===== src/rtl/cm_decode_pkg.sv =====
`default_nettype none
// ============================================================================
// Module      : cm_decode_pkg
// Description : Shared types and the active-low one-hot helper for cm_scan_decoder.
// Revision    : 1.0 - initial release
// ============================================================================
package cm_decode_pkg;

    typedef enum logic [1:0] {
        MODE_DIRECT = 2'b00,
        MODE_SCAN   = 2'b01,
        MODE_SWEEP  = 2'b10,
        MODE_RSVD   = 2'b11
    } mode_e;

    typedef enum logic [1:0] {
        ST_IDLE   = 2'd0,
        ST_DIRECT = 2'd1,
        ST_SCAN   = 2'd2,
        ST_SWEEP  = 2'd3
    } state_e;

    // Bits at and above 'width' come back as zero; callers truncate to width.
    function automatic logic [63:0] onehot_n(input logic [5:0] idx, input int unsigned width);
        logic [63:0] mask;
        mask = (width >= 64) ? '1 : ((64'd1 << width) - 64'd1);
        return ~(64'd1 << idx) & mask;
    endfunction

endpackage
`default_nettype wire


===== src/rtl/cm_dwell_counter.sv =====
`default_nettype none
// ============================================================================
// Module      : cm_dwell_counter
// Description : Per-channel dwell down-counter with load, pause and expire.
// Revision    : 1.0 - initial release
// ============================================================================
module cm_dwell_counter #(
    parameter int DWELL_W = 8
) (
    input  logic               clk,
    input  logic               rst,
    input  logic               i_load,
    input  logic               i_clear,
    input  logic               i_run,
    input  logic               i_pause,
    input  logic [DWELL_W-1:0] i_dwell,
    output logic               o_expire
);

    logic [DWELL_W-1:0] r_count;
    logic               w_step;

    assign w_step   = i_run & ~i_pause;
    assign o_expire = w_step & (r_count == '0);

    // A dwell of 0 behaves as 1, so both load a terminal count of 0.
    always_ff @(posedge clk) begin
        if (rst || i_clear) begin
            r_count <= '0;
        end else if (i_load) begin
            r_count <= (i_dwell == '0) ? '0 : i_dwell - 1'b1;
        end else if (w_step && (r_count != '0)) begin
            r_count <= r_count - 1'b1;
        end
    end

endmodule
`default_nettype wire


===== src/rtl/cm_scan_decoder.sv =====
`default_nettype none
// ============================================================================
// Module      : cm_scan_decoder
// Description : Registered active-low 1-of-N decoder with DIRECT/SCAN/SWEEP modes.
// Revision    : 1.0 - initial release
// ============================================================================
module cm_scan_decoder
    import cm_decode_pkg::*;
#(
    parameter int SEL_W   = 3,
    parameter int DWELL_W = 8
) (
    input  logic                  clk,
    input  logic                  rst,
    input  logic                  g1,
    input  logic                  g2a_n,
    input  logic                  g2b_n,
    input  logic [1:0]            mode,
    input  logic [SEL_W-1:0]      sel,
    input  logic                  start,
    input  logic [DWELL_W-1:0]    dwell,
    output logic [2**SEL_W-1:0]   y_n,
    output logic [SEL_W-1:0]      cur,
    output logic                  busy,
    output logic                  done
);

    localparam int N = 2**SEL_W;
    localparam logic [SEL_W-1:0] LAST_CH  = SEL_W'(N - 1);
    localparam logic [1:0]       S_IDLE   = ST_IDLE;
    localparam logic [1:0]       S_DIRECT = ST_DIRECT;
    localparam logic [1:0]       S_SCAN   = ST_SCAN;
    localparam logic [1:0]       S_SWEEP  = ST_SWEEP;

    logic [1:0]       r_state;
    logic [1:0]       w_next_state;
    logic [SEL_W-1:0] r_ch;
    logic [SEL_W-1:0] w_next_ch;
    logic [N-1:0]     r_y_n;
    logic [SEL_W-1:0] r_cur;
    logic             r_busy;
    logic             r_done;
    logic [N-1:0]     w_sel_oh;
    logic [N-1:0]     w_ch_oh;
    mode_e            w_mode;
    logic             w_en;
    logic             w_expire;
    logic             w_finish;
    logic             w_walk_now;
    logic             w_walk_next;
    logic             w_enter;

    assign w_mode      = mode_e'(mode);
    assign w_en        = g1 & ~g2a_n & ~g2b_n;
    assign w_walk_now  = (r_state == S_SCAN) || (r_state == S_SWEEP);
    assign w_finish    = (r_state == S_SWEEP) && (w_mode == MODE_SWEEP) && w_expire && (r_ch == LAST_CH);

    // SWEEP is only launched from IDLE; any other mode change aborts a walk.
    always_comb begin
        w_next_state = S_IDLE;
        case (w_mode)
            MODE_DIRECT: w_next_state = S_DIRECT;
            MODE_SCAN:   w_next_state = S_SCAN;
            MODE_SWEEP: begin
                if (r_state == S_SWEEP) begin
                    w_next_state = w_finish ? S_IDLE : S_SWEEP;
                end else if ((r_state == S_IDLE) && start) begin
                    w_next_state = S_SWEEP;
                end
            end
            default:     w_next_state = S_IDLE;
        endcase
    end

    assign w_walk_next = (w_next_state == S_SCAN) || (w_next_state == S_SWEEP);
    assign w_enter     = w_walk_next && (w_next_state != r_state);

    always_comb begin
        w_next_ch = r_ch;
        if (!w_walk_next || w_enter) begin
            w_next_ch = '0;
        end else if (w_expire) begin
            w_next_ch = r_ch + 1'b1;
        end
    end

    cm_dwell_counter #(
        .DWELL_W (DWELL_W)
    ) u_dwell (
        .clk      (clk),
        .rst      (rst),
        .i_load   (w_enter || (w_walk_next && w_expire)),
        .i_clear  (~w_walk_next),
        .i_run    (w_walk_now),
        .i_pause  (~w_en),
        .i_dwell  (dwell),
        .o_expire (w_expire)
    );

    assign w_sel_oh = N'(onehot_n(6'(sel), N));
    assign w_ch_oh  = N'(onehot_n(6'(w_next_ch), N));

    // Outputs are decoded from the next state so every change lands one edge later.
    always_ff @(posedge clk) begin
        if (rst) begin
            r_state <= S_IDLE;
            r_ch    <= '0;
            r_y_n   <= '1;
            r_cur   <= '0;
            r_busy  <= 1'b0;
            r_done  <= 1'b0;
        end else begin
            r_state <= w_next_state;
            r_ch    <= w_next_ch;
            r_busy  <= w_walk_next;
            r_done  <= w_finish;
            case (w_next_state)
                S_DIRECT: begin
                    r_y_n <= w_en ? w_sel_oh : '1;
                    r_cur <= sel;
                end
                S_SCAN, S_SWEEP: begin
                    r_y_n <= w_en ? w_ch_oh : '1;
                    r_cur <= w_next_ch;
                end
                default: begin
                    r_y_n <= '1;
                    r_cur <= '0;
                end
            endcase
        end
    end

    assign y_n  = r_y_n;
    assign cur  = r_cur;
    assign busy = r_busy;
    assign done = r_done;

endmodule
`default_nettype wire


===== config.mk =====
export PLATFORM = sky130hd
export DESIGN_NAME = cm_scan_decoder
export DESIGN_NICKNAME = d
export VERILOG_FILES = /design/src/rtl/cm_decode_pkg.sv /design/src/rtl/cm_dwell_counter.sv /design/src/rtl/cm_scan_decoder.sv
export SDC_FILE = /design/constraint.sdc
export NUM_CORES = 1
export LEC_CHECK = 0
export CELL_PAD_IN_SITES_DETAIL_PLACEMENT = 0
export CELL_PAD_IN_SITES_GLOBAL_PLACEMENT = 1
export CORE_AREA = 2 2 79 81
export CTS_CLUSTER_SIZE = 28
export DETAILED_ROUTE_END_ITERATION = 16
export DIE_AREA = 0 0 81 83
export PLACE_DENSITY_LB_ADDON = 0.1
export SLEW_MARGIN = 40
export SYNTH_ARGS = -nofsm -noshare
export SYNTH_HDL_FRONTEND = slang
export SYNTH_SLANG_ARGS = --single-unit

===== constraint.sdc =====
create_clock -name clk -period 5.03 [get_ports clk]
set_input_delay 1.006 -clock clk [delete_from_list [all_inputs] [get_ports clk]]
set_output_delay 1.006 -clock clk [all_outputs]
set_load 0.02 [all_outputs]

==> results.sh <==
export IMPL_outcome="complete, no violations"
export IMPL_path_clk_slew_ns=0.09
export IMPL_cts_buffer_depth=2
export IMPL_coreArea_um2=5820
export IMPL_finalSetupViolCount=0
export IMPL_skew_ns=0.00361
export IMPL_start_util_pct=29.5
export IMPL_final_cells=311
export IMPL_p_int_w=0.000309
export IMPL_cp_start_kind="input pin"
export IMPL_final_period_utilization_pct=64.9
export IMPL_grt_setup_unrepaired="false"
export IMPL_required_ns=5.20
export IMPL_row_count=28
export IMPL_drt_vias_per_instance=5.22
export IMPL_ctsHoldBuffers=0
export IMPL_final_cell_mix="31 x clkdlybuf4s50_1, 25 x dfxtp_1, 19 x nor2_1"
export IMPL_syn_nets=234
export IMPL_tns_ns=0
export IMPL_nets=261
export IMPL_synth_seq_cells=25
export IMPL_cts_tree="done"
export IMPL_portBuffers=31
export IMPL_antennaDiodeCount=0
export IMPL_synthFlopType="dfxtp_1"
export IMPL_timing_fmax_ghz=0.306
export IMPL_pwr_share_comb_pct=23.2
export IMPL_vias=1622
export IMPL_drv_cap=0
export IMPL_clock_sinks=25
export IMPL_first_pass_iters=4
export IMPL_cts_setup_buffers=0
export IMPL_crit_type="in -> reg"
export IMPL_synth_warnings=0
export IMPL_synthDistinctLibCells=56
export IMPL_ios=32
export IMPL_yosysSeqAreaShare_pct=29.2
export IMPL_swShare_pct=28.6
export IMPL_antenna_found_initial=0
export IMPL_die_y_um=83
export IMPL_final_seq_area_um2=500
export IMPL_routed_wl_mm=4.52
export IMPL_fin_crit_ns=3.26
export IMPL_cts_repair_resized=0
export IMPL_syn_area_per_cell_um2=8.16
export IMPL_finalWorstSetupSlack_ns=1.77
export IMPL_place_ws_ns=1.47
export IMPL_grt_use_total_pct=14.4
export IMPL_powerDensity_nw_per_um2=204
export IMPL_hold_viol=0
export IMPL_routedWlPerCell_um=14.5
export IMPL_clock_latency_ns=0.27
export IMPL_root_buffer="clkbuf_8"
export IMPL_die_area_um2=6720
export IMPL_ys_async_sr_fraction_pct=0
export IMPL_cp_end_kind="flip-flop"
export IMPL_drc=0
export IMPL_pwr_share_seq_pct=49.0
export IMPL_p_clk_share_pct=27.8
export IMPL_h_tree_depth=1
export IMPL_relSlewSlack_pct=45.6
export IMPL_p_leak_nw=0.703
export IMPL_synthCells=210
export IMPL_die_w_um=81
export IMPL_peakVddDrop_uv=94.7
export IMPL_numCtsBuffers=3
export IMPL_switchingPower_w=0.000124
export IMPL_power_w=0.000433
export IMPL_area_delta_synth_final_pct=24.0
export IMPL_synth_area_um2=1710
export IMPL_cp_max_fo=6
export IMPL_hpwl_mm=3.62
export IMPL_overflow=0
export IMPL_multiInputGateArea_um2=1130
export IMPL_worstMarginPinSlew_ns=0.808
export IMPL_place_gp_congestion=0.778
export IMPL_dpl_cell_count=307
export IMPL_synth_edf_count=0
export IMPL_grt_pass1_vias=1630
export IMPL_min_path_type="reg -> reg"
export IMPL_drtIter0Drc=63
export IMPL_fin_hold_ws_ns=0.645
export IMPL_grt_max_degree=14
export IMPL_grt_pass1_wl_mm=7.77
export IMPL_arrival_ns=3.43
export IMPL_maxSlewViolCount=0
export IMPL_final_common_cell="clkdlybuf4s50_1"
export IMPL_ant_nets=0
export IMPL_post_route_cells_drive_above_1_share_pct=7.63
export IMPL_fill_cells=636
==> path summary, 6_finish.rpt <==
check,start,to,slack (ns),cells past startpoint
worst max-delay path,dwell[0],u_dwell.r_count[0],1.77,7
worst min-delay path,u_dwell.r_count[5],u_dwell.r_count[5],0.64,2
worst max register to register,u_dwell.r_count[0],y_n[2],2.31,7
worst min register to register,u_dwell.r_count[5],u_dwell.r_count[5],0.64,2
==> cell type report <==
cell class,count,area share [%]
Clock buffer,4,2.12
Inverter,7,1.24
Multi-Input combinational cell,167,53.3
Sequential cell,25,23.6
Tap cell,75,4.42
Timing Repair Buffer,33,15.3
==> power by group through the flow <==
stage	Clock, W	Sequential, W	Combinational [W]
floorplan	0	0.000221	0.0000556
global placement	0	0.000216	0.000102
detailed placement	0	0.000217	0.000101
CTS	0.000126	0.000212	0.000102
global route	0.000133	0.000213	0.000112
finish	0.000120	0.000212	0.000101
==> per-stage QoR <==
step                      util [%]  cell area, um^2
after floorplan                  -             1710
after global placement        35.5             2070
after detailed placement      35.7             2080
after CTS                     36.5             2120
after global routing          36.5             2120
final                         36.5             2120
==> flip-flops by register name, summed over array words and instances (netlist names) <==
name	cells
r_state	2
y_n	8
r_ch	3
u_dwell.r_count	8
cur	3
done	1
==> worst max-delay path: stages <==
cell and delay, ns:
clkdlybuf4s50_1 0.47, inv_1 0.09, ha_1 0.19, or4b_2 0.65
nor4_1 0.64, nor2_1 0.09, o221a_2 0.30
==> cell families (layout without fill, tap and decap cells) <==
| logic type | Yosys count | after routing | synth area share [%] |
|---|---|---|---|
| DFF | 25 | 25 | 29.2 |
| muxes | 5 | 5 | 2.92 |
| xor gates and xnor gates | 10 | 10 | 5.11 |
| adders and majority gates | 5 | 5 | 3.65 |
| AOI/OAI and AO/OA | 63 | 63 | 24.5 |
| buffers and inverters | 18 | 44 | 5.33 |
| and+or+nand+nor | 84 | 84 | 29.2 |
==> layer usage <==
layer  vias to the layer above  global-route usage [%]  share of wire, %
met4                         0                    4.01              0.84
met1                       747                    17.2                45
met5                         -                       0                 0
met3                         4                    2.39               3.2
li1                        848                       -                 -
met2                        23                    25.9                51
==> cells in the mapped netlist, types with 2 or more instances <==
cell type	n	area [um^2]
o211ai_1	8	60.1
xnor2_1	9	78.8
dfxtp_1	25	500
nand3_1	6	30.0
a211oi_1	4	30.0
nor3b_1	6	45.0
o21ai_0	14	70.1
a31oi_1	6	37.5
buf_6	2	22.5
a21oi_1	9	45.0
clkbuf_1	6	22.5
ha_1	5	62.6
and4_1	2	17.5
nand4_1	2	12.5
nor2b_1	3	18.8
o31ai_1	5	37.5
o21a_1	2	15.0
nand2b_1	6	37.5
or4_1	2	15.0
nor3_1	10	50.1
mux2i_1	5	50.1
o22ai_1	3	18.8
nor2_1	19	71.3
nand2_1	9	33.8
nor4_1	4	25.0
a21boi_0	2	15.0
inv_1	7	26.3
No activity file was read; power rests on OpenSTA's default activity.
